File: config.mk
export PLATFORM = sky130hd
export DESIGN_NAME = eth_rx_crc_check
export DESIGN_NICKNAME = d
export VERILOG_FILES = /design/src/rtl/eth_rx_crc_check.sv
export SDC_FILE = /design/constraint.sdc
export NUM_CORES = 1
export LEC_CHECK = 0
export CORE_ASPECT_RATIO = 1.25
export CORE_MARGIN = 4
export CORE_UTILIZATION = 40
export DETAILED_ROUTE_END_ITERATION = 7
export DONT_BUFFER_PORTS = 1
export PLACE_DENSITY_LB_ADDON = 0.2
export SLEW_MARGIN = 20
export SYNTH_ARGS = -nofsm -noshare
export SYNTH_HDL_FRONTEND = slang
export SYNTH_SLANG_ARGS = --single-unit
File: constraint.sdc
create_clock -name clk -period 1.6 [get_ports clk]
set_input_delay 0.08 -clock clk [delete_from_list [all_inputs] [get_ports clk]]
set_output_delay 0.08 -clock clk [all_outputs]
set_load 0.01 [all_outputs]
File: src/rtl/eth_rx_crc_check.sv
// Ethernet receive checker: strips preamble/SFD, forwards payload minus FCS through
// a 4-byte delay line, and checks the CRC-32 residue and length at end of frame.
module eth_rx_crc_check #(
  parameter int MAX_BYTES = 1518,
  parameter int MIN_BYTES = 5,
  localparam int CW = $clog2(MAX_BYTES + 1)
) (
  input  logic          clk,
  input  logic          reset,
  input  logic          rx_dv,
  input  logic [7:0]    rx_data,
  output logic          out_valid,
  output logic [7:0]    out_data,
  output logic          frame_done,
  output logic          crc_ok,
  output logic          crc_err,
  output logic [CW-1:0] byte_count
);

  localparam logic [31:0]   POLY    = 32'hEDB88320;
  localparam logic [31:0]   RESIDUE = 32'hDEBB20E3;
  localparam logic [CW-1:0] MAX_C   = CW'(MAX_BYTES);
  localparam logic [CW-1:0] SAT_C   = CW'(MAX_BYTES + 1);
  localparam logic [CW-1:0] MIN_C   = CW'(MIN_BYTES);
  localparam logic [CW-1:0] FCS_C   = CW'(4);

  typedef enum logic [1:0] {IDLE, PRE, DATA, DROP} state_t;

  state_t          state_q, state_d;
  logic [31:0]     crc_q, crc_d;
  logic [CW-1:0]   count_q, count_d;
  logic [3:0][7:0] dl_q, dl_d;
  logic            out_valid_q, out_valid_d;
  logic [7:0]      out_data_q, out_data_d;
  logic            frame_done_q, frame_done_d;
  logic            crc_ok_q, crc_ok_d;
  logic            crc_err_q, crc_err_d;
  logic [CW-1:0]   byte_count_q, byte_count_d;
  logic            good;

  // Reflected, LSB-first byte update; no final XOR so a clean frame leaves the magic residue.
  function automatic logic [31:0] crc_step(input logic [31:0] c, input logic [7:0] d);
    logic [31:0] r;
    r = c ^ {24'h0, d};
    for (int i = 0; i < 8; i++)
      r = r[0] ? ((r >> 1) ^ POLY) : (r >> 1);
    return r;
  endfunction

  always_comb begin
    state_d      = state_q;
    crc_d        = crc_q;
    count_d      = count_q;
    dl_d         = dl_q;
    out_valid_d  = 1'b0;
    out_data_d   = 8'h00;
    frame_done_d = 1'b0;
    crc_ok_d     = 1'b0;
    crc_err_d    = 1'b0;
    byte_count_d = '0;
    good         = (crc_q == RESIDUE) && (count_q >= MIN_C) && (count_q <= MAX_C);

    unique case (state_q)
      // IDLE evaluates its first byte exactly as PRE would.
      IDLE, PRE: begin
        if (!rx_dv) begin
          state_d = IDLE;
        end else if (rx_data == 8'h55) begin
          state_d = PRE;
        end else if (rx_data == 8'hD5) begin
          state_d = DATA;
          crc_d   = 32'hFFFFFFFF;
          count_d = '0;
          dl_d    = '0;
        end else begin
          state_d = DROP;
        end
      end
      DATA: begin
        if (rx_dv) begin
          crc_d   = crc_step(crc_q, rx_data);
          count_d = (count_q == SAT_C) ? count_q : count_q + CW'(1);
          dl_d    = {dl_q[2:0], rx_data};
          // The line is full once four bytes are in; the oldest pops on every push.
          if (count_q >= FCS_C) begin
            out_valid_d = 1'b1;
            out_data_d  = dl_q[3];
          end
        end else begin
          state_d      = IDLE;
          frame_done_d = 1'b1;
          crc_ok_d     = good;
          crc_err_d    = !good;
          byte_count_d = (count_q >= FCS_C) ? count_q - FCS_C : '0;
        end
      end
      DROP: begin
        if (!rx_dv) state_d = IDLE;
      end
      default: state_d = IDLE;
    endcase
  end

  always_ff @(posedge clk) begin
    if (reset) begin
      state_q      <= IDLE;
      crc_q        <= 32'hFFFFFFFF;
      count_q      <= '0;
      dl_q         <= '0;
      out_valid_q  <= 1'b0;
      out_data_q   <= 8'h00;
      frame_done_q <= 1'b0;
      crc_ok_q     <= 1'b0;
      crc_err_q    <= 1'b0;
      byte_count_q <= '0;
    end else begin
      state_q      <= state_d;
      crc_q        <= crc_d;
      count_q      <= count_d;
      dl_q         <= dl_d;
      out_valid_q  <= out_valid_d;
      out_data_q   <= out_data_d;
      frame_done_q <= frame_done_d;
      crc_ok_q     <= crc_ok_d;
      crc_err_q    <= crc_err_d;
      byte_count_q <= byte_count_d;
    end
  end

  assign out_valid  = out_valid_q;
  assign out_data   = out_data_q;
  assign frame_done = frame_done_q;
  assign crc_ok     = crc_ok_q;
  assign crc_err    = crc_err_q;
  assign byte_count = byte_count_q;

endmodule

# Word level (Yosys, flattened, before mapping)
# Cells that the tools add are included.
# op_classes
add_sub_neg	2
n_lt_le_gt_ge	3
n_eq_ne	13
n_mux	31
n_bitwise	12
n_reduce_logical	14
# ops
operator	n
two-way mux 32 bit	16
case mux 32 bit (2 select lines)	2
inverter 13 -> 14 bit	8
two-way mux 11 bit	5
== test 32 bit, second input constant	1
bitwise XOR 32 x 8 -> 32 bit	1
>= comparator 11 x 3 -> 1 bit, second input constant	2
case mux 11 bit (2 select lines)	1
inequality test 2 bit, second input constant	6
adder 11 x 1 -> 11 bit, second input constant	1
== test 11 bit, second input constant	1
less-or-equal comparator 11 bit, second input constant	1
subtractor 11 x 3 -> 11 bit, second input constant	1
== test 8 x 7 -> 1 bit, second input constant	1
== test 8 bit, second input constant	1
OR reduction 4 bit	2
two-way mux 2 bit	3
AND reduction 6 bit	1
OR reduction 2 bit	3
OR reduction 3 bit	2
AND reduction 5 bit	1
== test 2 bit, second input constant	2
case mux 2 bit (2 select lines)	1
two-way mux 1 bit	3
6 further kinds	9
# totals
ff_bits	100
inputBits	11
out_inout_bits	23
word_cells	88

# Longest topological paths before layout
# Gate-level depths: netlist (run 1).
# logic_depth
depth_word	19
ltp_mapped	7
mapped_depth_nobuf	7

# Worst setup path after synthesis (run 1)
# No wires, ideal clock.
# synth_path
kind	flip-flop to flip-flop
startpoint	register count_q[2]
endpoint	register count_q[10]
setup_ns	0.071
t_arrival_ns	1.636
required_ns	1.529
path_slack_ns	-0.106
stages_incl_launch_ff	7
n_path_buf	0
period_less_slack_ns	1.706
path_cell_list	dfxtp_1 > ha_1 > and2_1 > a31oi_4 > nand4_1 > or3_1 > a21oi_1
# synth_via
elab_chain_len	4
word_cells_on_any_way	7
cone_classes	1 x add/sub; 2 x eq/ne; 3 x mux; 1 x reduce/logical
# synth_rtl
item	line_no	text
start, declared	31	logic [CW-1:0] count_q, count_d;
start signal, assigned	119	count_q <= count_d;
adder 11 x 1 -> 11 bit	82	count_d = (count_q == SAT_C) ? count_q : count_q + CW'(1);
two-way mux 11 bit	82	
two-way mux 11 bit	80	if (rx_dv) begin
case mux 11 bit (2 select lines)	63	unique case (state_q)
# Several ways; a longest one is shown, not always the timed one. The select of a mux whose other input is x is not followed.
# A chain may end at the register's enable or synchronous reset.

# Final worst setup path (run 1)
# layout_path
startpoint	register count_q[5]
endpoint	register crc_ok_q (netlist: crc_ok)
# layout_via
elab_chain_len	3
word_cells_on_any_way	4
cone_classes	2 x order compare; 2 x reduce/logical
# layout_rtl
item	line_no	text
>= comparator 11 x 3 -> 1 bit	61	good = (crc_q == RESIDUE) && (count_q >= MIN_C) && (count_q <= MAX_C);
logical AND 1 bit	61	
logical AND 1 bit (*)	61	
end signal, assigned	124	crc_ok_q <= crc_ok_d;
end, declared	36	logic crc_ok_q, crc_ok_d;
# Mark *: on every way between the ends. The rest lies on a longest branch, timed or not.

==> results.yml, run 1 <==
yosys:
  synth_seq_cells: 100
  yosysSeqAreaShare_pct: 42.2
  synthCells: 488
  synth-compound-area-share_pct: 11.9
  synth_nets: 505
  synthMuxAreaShare_pct: 0
  synth_common_cells: "100 x dfxtp_1, 46 x xnor2_1, 41 x nand3_1, 40 x nand2_1, 39 x a21oi_1"
  synth_fa_ha_area_share_pct: 1.58
  yosys_warnings: 0
  yosysMostFrequentCell: "dfxtp_1"
  yosys.area_share.simple_pct: 20.0
  synth_top_area_share_pct: 42.2
  synthFlopType: "dfxtp_1"
  async_flop_share_pct: 0
  syn_area_um2: 4750
  synth-edff-count: 0
  synth_top_family_by_area: "XOR/XNOR gates"
  synth_area_leaders: "dfxtp_1 42%, xnor2_1 8.5%, xnor2_4 5.2%"
  yosys.area.top_type: "dfxtp_1"
  synthXorXnorAreaFrac_pct: 21.2
  synth.distinct_cells: 49
  syn_area_per_cell_um2: 9.73
cts:
  numCtsBuffers: 9
  cts_tree: "yes"
  clk_path_buf_depth: 2
  insertion_delay_ps: 350
  clock-sinks: 100
  root_buffer: "clkbuf_16"
  cts-htree-levels: 3
  path_clk_slew_ps: 80
sta:
  finalWorstSetupSlack_ps: -2.16
  final.setup.tns_ps: -2.16
  hold_viol: 0
  clock_skew_ps: 7.13
  setup_viol: 1
  worst_slew_pin_slew_ps: 410
  grt_setup_unrepaired: "true"
  finalCriticalPeriod_ps: 1600
  final_max_slew_viol_count: 0
  fin_crit_sh_pct: 100
  hold_slack_ps: 12.9
  fmax_ghz: 0.624
  slew_headroom_pct: 72.3
power:
  finalPower_mw: 5.99
  p_per_area_nw_per_um2: 974
  p_leak_nw: 2.35
  ir_drop_mv: 0.513
global_routing:
  grt_pass1_wl_um: 17900
  grt_usage_pct: 16.5
  grt_max_degree: 50
  grt_antenna_before_repair: 0
  grt_pass1_vias: 3511
  grt_remaining_overflow: 0
drt:
  vias: 3569
  avgViaCountPerCell: 4.96
  wire_per_inst_um: 15.7
  wl_um: 11300
  drtIter0Drc: 189
  drc: 0
  dr.pass1.iters: 4
  ant_nets: 0
setup_path:
  start_kind: "register"
  cp.arrival_ps: 1850
  crit_fanout: 2
  critical_path_required_ps: 1850
  critPathCaptureType: "register"
  critPathKind: "reg2reg"
placement:
  place_ws_ps: -93.2
  io_buffers: 0
  dpl.hpwl_um: 7460
  dpl_cell_area_um2: 5340
  place_inst: 682
  gp_congestion: 0.884
finish:
  design_area_um2: 6140
  utilization_pct: 52.9
  fin_cells: 720
  layout-drive-gt1-share_pct: 29.0
  fillCellCount: 1034
  diodes: 0
  syn_to_final_growth_pct: 29.4
  final_nets: 571
die:
  fp-row-count: 44
  dieArea_um2: 13700
  die_x_um: 105
  die_h_um: 130
  num_io_pins: 34
  initial_core_util_pct: 40.9
  core-area_um2: 11600
min_path:
  hold_path_class: "in2reg"
run:
  maxCapViolations: 0
run_status:
  outcome: "finished, violations left"
  failed_checks: "negative setup slack"
sequential cells by signal, indices dropped and copies added, names as in the netlist:
name,count
byte_count,11
count_q,11
crc_err,1
crc_ok,1
crc_q,32
dl_q,32
frame_done,1
out_data,8
out_valid,1
state_q,2
kinds of logic after synthesis:
| group | Yosys count |
|---|---|
| and+or+nand+nor | 182 |
| DFF | 100 |
| xor gates and xnor gates | 84 |
| AOI/OAI and AO/OA | 82 |
| buffers and inverters | 34 |
| adders and majority gates | 6 |
power by group:
group | total [mW] | switching (mW) | internal, mW
sequential | 2.59 | 0.0500 | 2.54
combinational | 1.23 | 0.566 | 0.663
clock | 2.17 | 1.06 | 1.11
critical path, cell delays in order (launching register included):
cell and delay (ps):
dfxtp_2 330, or4_4 550, nor3_4 170, buf_6 130
nand3_2 60, o2111a_1 140, and2_1 130
cells in the final DEF, fill, tap and decap left out, drive strengths merged, types with 3 or more instances in the layout:
master	n
nand4	3
dfxtp	100
nand2b	13
ha	6
dlygate4sd3	8
xnor2	62
nand2	41
o21bai	10
nand3	41
nor4	4
inv	10
nor3	14
clkbuf	9
a2bb2oi	17
and2	12
or3	4
nand3b	4
a21oi	39
buf	74
xor2	21
nand4b	3
o21ai	10
nor2	31
area by class of cell:
type / instances / area (um2) / area share, %
repair buffers: 82 / 767 / 12.5
flip-flops and latches: 100 / 2020 / 32.9
well taps: 161 / 201 / 3.28
clock inverters: 7 / 75.1 / 1.22
multi-input cells: 355 / 2830 / 46.1
inverters: 6 / 22.5 / 0.367
clock buffers: 9 / 225 / 3.67
worst paths after layout:
check,from,to,slack (ps),cells after the start
setup / recovery,count_q[5],crc_ok,-2,6
hold / removal,rx_data[7],state_q[0],10,2
setup reg to reg,count_q[5],crc_ok,-2,6
hold reg to reg,dl_q[31],dl_q[31],450,2
routing by layer:
metal	vias up	global-route usage, %	wire length (um)
li1	1800	-	-
met1	1700	20.0	4900
met2	55	29.1	5820
met3	14	3.02	365
met4	0	6.33	208
met5	-	0	0
what timing repair did:
item,CTS,global route
hold buffers,10,0
hold endpoints to repair,51,0
setup endpoints to repair,52,58
buffers inserted,5,6
cloned,0,1
resized for setup,21,38
pin swaps,13,18
Power figures use the tool's default switching activity.
==> run 2: changes to the inputs <==
CELL_PAD_IN_SITES_DETAIL_PLACEMENT = 1   (was not set)
CELL_PAD_IN_SITES_GLOBAL_PLACEMENT = 2   (was not set)
CORE_UTILIZATION = 37   (was 40)
==> results.yml, run 2 (synthesized netlist as in run 1, its figures left out) <==
run_status:
  outcome: "finished, violations left"
  failed_checks: "negative setup slack"
power:
  finalPower_mw: 6.26
  p_per_area_nw_per_um2: 961
  p_leak_nw: 2.48
  ir_drop_mv: 0.473
sta:
  worst_slew_pin_slew_ps: 413
  final.setup.tns_ps: -458
  final_max_slew_viol_count: 0
  fmax_ghz: 0.595
  hold_viol: 0
  setup_viol: 13
  grt_setup_unrepaired: "true"
  slew_headroom_pct: 72.1
  finalCriticalPeriod_ps: 1680
  clock_skew_ps: 5.79
  finalWorstSetupSlack_ps: -80.7
  fin_crit_sh_pct: 105
drt:
  avgViaCountPerCell: 5.15
  wl_um: 14100
  ant_nets: 0
  wire_per_inst_um: 19.2
  drc: 0
  vias: 3795
  drtIter0Drc: 137
  dr.pass1.iters: 4
setup_path:
  critPathKind: "reg2reg"
  critical_path_required_ps: 1880
  start_kind: "register"
  r2r_slack_ps: -80
  cp.arrival_ps: 1960
  crit_fanout: 4
  reg2regPathDepth: 6
  r2r-start: "state_q[1]"
  critPathCaptureType: "register"
  rr_endpoint: "count_q[8]"
finish:
  layout-drive-gt1-share_pct: 33.4
  diodes: 0
  syn_to_final_growth_pct: 37.2
  mostFrequentLayoutCell: "dfxtp_1"
  final_nets: 581
  design_area_um2: 6510
  fillCellCount: 1317
  reg_top3: "crc_q (32), dl_q (32)"
  final_cell_mix: "86 x dfxtp_1, 54 x buf_4, 40 x nand3_1"
run:
  maxCapViolations: 0
cts:
  cts-htree-levels: 3
  clk_path_buf_depth: 2
  root_buffer: "clkbuf_16"
  cts_tree: "yes"
  insertion_delay_ps: 350
  clock-sinks: 100
  numCtsBuffers: 9
  path_clk_slew_ps: 70
min_path:
  hold_depth: 2
  worstHoldStart: "reset"
  hold_path_class: "in2reg"
  hold_end: "count_q[1]"
die:
  fp-row-count: 46
  num_io_pins: 34
  die_h_um: 135
  core-area_um2: 12600
  initial_core_util_pct: 37.7
  die_x_um: 109
  dieArea_um2: 14700
global_routing:
  grt_max_degree: 50
  grt_usage_pct: 18.7
  grt_remaining_overflow: 0
  grt_pass1_vias: 4026
  grt_antenna_before_repair: 0
  grt_pass1_wl_um: 21200
placement:
  dpl.hpwl_um: 8760
  place_ws_ps: -212
  io_buffers: 0
  gp_congestion: 0.838
  dpl_cell_area_um2: 5360
[run 2: cell count changes in the layout (fill, tap and decap cells not counted), moves of 4 or more]
cell,previous run,this run
xnor2_1,42,32
xnor2_2,7,11
a2bb2oi_2,4,8
buf_6,5,18
a2bb2oi_1,13,9
buf_4,60,54
xnor2_4,13,19
[run 2: critical path: stages, from the launching register on]
cell	delay, ps
dfxtp_2	340
buf_6	120
nor4bb_4	170
a31oi_4	260
nand4_1	200
or3_1	410
a21oi_1	130
[run 2: stage by stage]
stage | cells | util [%] | hold WS [ps]
after detailed placement | 689 | 42.5 | 155
after global routing | 737 | 51.7 | 43.6
after floorplan | 488 | - | 214
after CTS | 720 | 47.3 | 4.20
after global placement | 689 | 42.5 | 154
final | 737 | 51.7 | 38.1
[run 2: worst max path at each step]
stage                          start           to  slack [ps]  depth (start not counted)
after floorplan           count_q[1]  count_q[10]         -20                          6
after global placement    state_q[1]     crc_q[1]        -150                          5
final                     state_q[1]   count_q[8]         -80                          6
after CTS                  crc_q[22]       crc_ok         -80                          5
after global routing       crc_q[22]       crc_ok        -190                          5
after detailed placement  state_q[1]     crc_q[1]        -210                          5
[run 2: what timing repair did]
item                       CTS  global route
pin swaps                   23            46
hold endpoints to repair    51             0
cloned                       0             0
buffers inserted             4            21
gates resized for setup     36            66
setup endpoints to repair   56            61
hold buffers                11             0
[run 2: report_power, final]
group	internal, mW	switching, mW
combinational	0.835	0.708
clock	1.11	1.00
sequential	2.54	0.0599
[run 2: cell type report]
cell class	instances	area [um2]	share of cell area (%)
Clock inverter	6	46.3	0.711
Inverter	6	22.5	0.346
Clock buffer	10	239	3.67
Timing Repair Buffer	93	933	14.3
Sequential cell	100	2020	31.1
Multi-Input combinational cell	354	3040	46.6
Tap cell	168	210	3.23
[run 2: layer usage]
layer,wire (um),share of wire [%],GRT usage [%],up-vias
met5,0,0,0,-
met4,300,2.1,7.14,0
met3,404,2.9,3.44,18
met2,7550,53,32.5,56
met1,5870,42,22.8,1909
li1,-,-,-,1812
==> run 3: changes to the inputs <==
CORE_ASPECT_RATIO = 1.2   (was 1.25)
clock period = 1.45 ns   (was 1.6 ns; I/O delays follow)
==> results.yml, run 3 (synthesized netlist as in run 1, its figures left out) <==
global_routing:
  grt_max_degree: 51
  grt_remaining_overflow: 0
  grt_usage_pct: 19.3
  grt_pass1_vias: 4103
  grt_antenna_before_repair: 0
  grt_pass1_wl_um: 22400
finish:
  diodes: 0
  final_nets: 607
  reg_top3: "crc_q (32), dl_q (32)"
  syn_to_final_growth_pct: 57.1
  final_cell_mix: "84 x dfxtp_1, 63 x buf_4, 40 x nand3_1"
  utilization_pct: 59.1
  fillCellCount: 1317
  mostFrequentLayoutCell: "dfxtp_1"
  layout-drive-gt1-share_pct: 52.6
cts:
  numCtsBuffers: 9
  root_buffer: "clkbuf_16"
  path_clk_slew_ps: 70
  cts_tree: "yes"
  clk_path_buf_depth: 2
  cts-htree-levels: 3
  insertion_delay_ps: 360
  clock-sinks: 100
sta:
  finalWorstSetupSlack_ps: -205
  fmax_ghz: 0.604
  grt_setup_unrepaired: "true"
  final.setup.tns_ps: -10700
  worst_slew_pin_slew_ps: 372
  slew_headroom_pct: 75.2
  setup_viol: 97
  hold_viol: 0
  clock_skew_ps: 9.37
  final_max_slew_viol_count: 0
  fin_crit_sh_pct: 114
  finalCriticalPeriod_ps: 1650
run_status:
  outcome: "finished, violations left"
  failed_checks: "negative setup slack"
setup_path:
  crit_fanout: 6
  cp.arrival_ps: 1940
  start_kind: "register"
  reg2regPathDepth: 6
  critPathCaptureType: "register"
  critPathKind: "reg2reg"
  critical_path_required_ps: 1730
die:
  die_x_um: 111
  core-area_um2: 12600
  die_h_um: 132
  num_io_pins: 34
  dieArea_um2: 14700
  fp-row-count: 45
  initial_core_util_pct: 37.6
drt:
  wire_per_inst_um: 21.0
  dr.pass1.iters: 4
  vias: 3984
  avgViaCountPerCell: 5.25
  drtIter0Drc: 136
  wl_um: 15900
  drc: 0
  ant_nets: 0
power:
  p_per_area_nw_per_um2: 964
  ir_drop_mv: 0.574
  p_leak_nw: 2.84
min_path:
  hold_depth: 2
  hold_path_class: "in2reg"
placement:
  dpl.hpwl_um: 8860
  gp_congestion: 0.856
  io_buffers: 0
run:
  maxCapViolations: 0
run 3: what timing repair did:
action,CTS,global route
setup buffers,11,18
hold endpoints to repair,60,0
endpoints found under the setup margin,97,96
pin swaps,45,89
resized for setup,77,162
hold buffers,10,0
gates cloned,5,4
run 3: area by class of cell:
| cell class | count | area, um2 | share of cell area [%] |
|---|---|---|---|
| clock buffers | 9 | 225 | 3.02 |
| clock inverters | 7 | 52.6 | 0.705 |
| inverters | 6 | 22.5 | 0.302 |
| multi-input cells | 358 | 3660 | 49.1 |
| flip-flops and latches | 100 | 2030 | 27.2 |
| well taps | 164 | 205 | 2.75 |
| repair buffers | 115 | 1260 | 16.9 |
run 3: per-stage QoR:
step	hold WS, ps	instance area [um2]	instances	power (mW)	setup slack, ps
2_1_floorplan	207	4850	488	3.77	-163
3_3_place_gp	140	5540	698	4.11	-180
3_5_place_dp	147	5540	698	4.12	-274
4_1_cts	27.1	6500	740	6.78	-158
5_1_grt	61.3	7460	759	7.46	-283
6_report	57.7	7460	759	7.19	-205
run 3: worst paths after layout:
check | start | to | slack [ps]
setup / recovery | state_q[1] | count_q[1] | -200
hold / removal | reset | dl_q[29] | 60
hold reg to reg | dl_q[30] | dl_q[30] | 470
setup reg to reg | state_q[1] | count_q[1] | -200
run 3: power breakdown:
group	switching, mW	leakage [nW]	internal, mW
combinational	0.929	1.90	1.09
clock	1.14	0.124	1.17
sequential	0.0631	0.812	2.80
total	2.13	2.84	5.06
run 3: critical path, stage by stage (launching register included):
cell	delay (ps)
dfxtp_4	350
and4bb_1	330
a31o_4	220
buf_4	150
nand2_8	70
or3_1	330
a21oi_1	140
run 3: layer usage:
| metal | wire (um) | GRT usage, % |
|---|---|---|
| met1 | 6470 | 23.6 |
| met2 | 8650 | 34.3 |
| met3 | 409 | 3.03 |
| met4 | 395 | 6.76 |
| met5 | 0 | 0 |
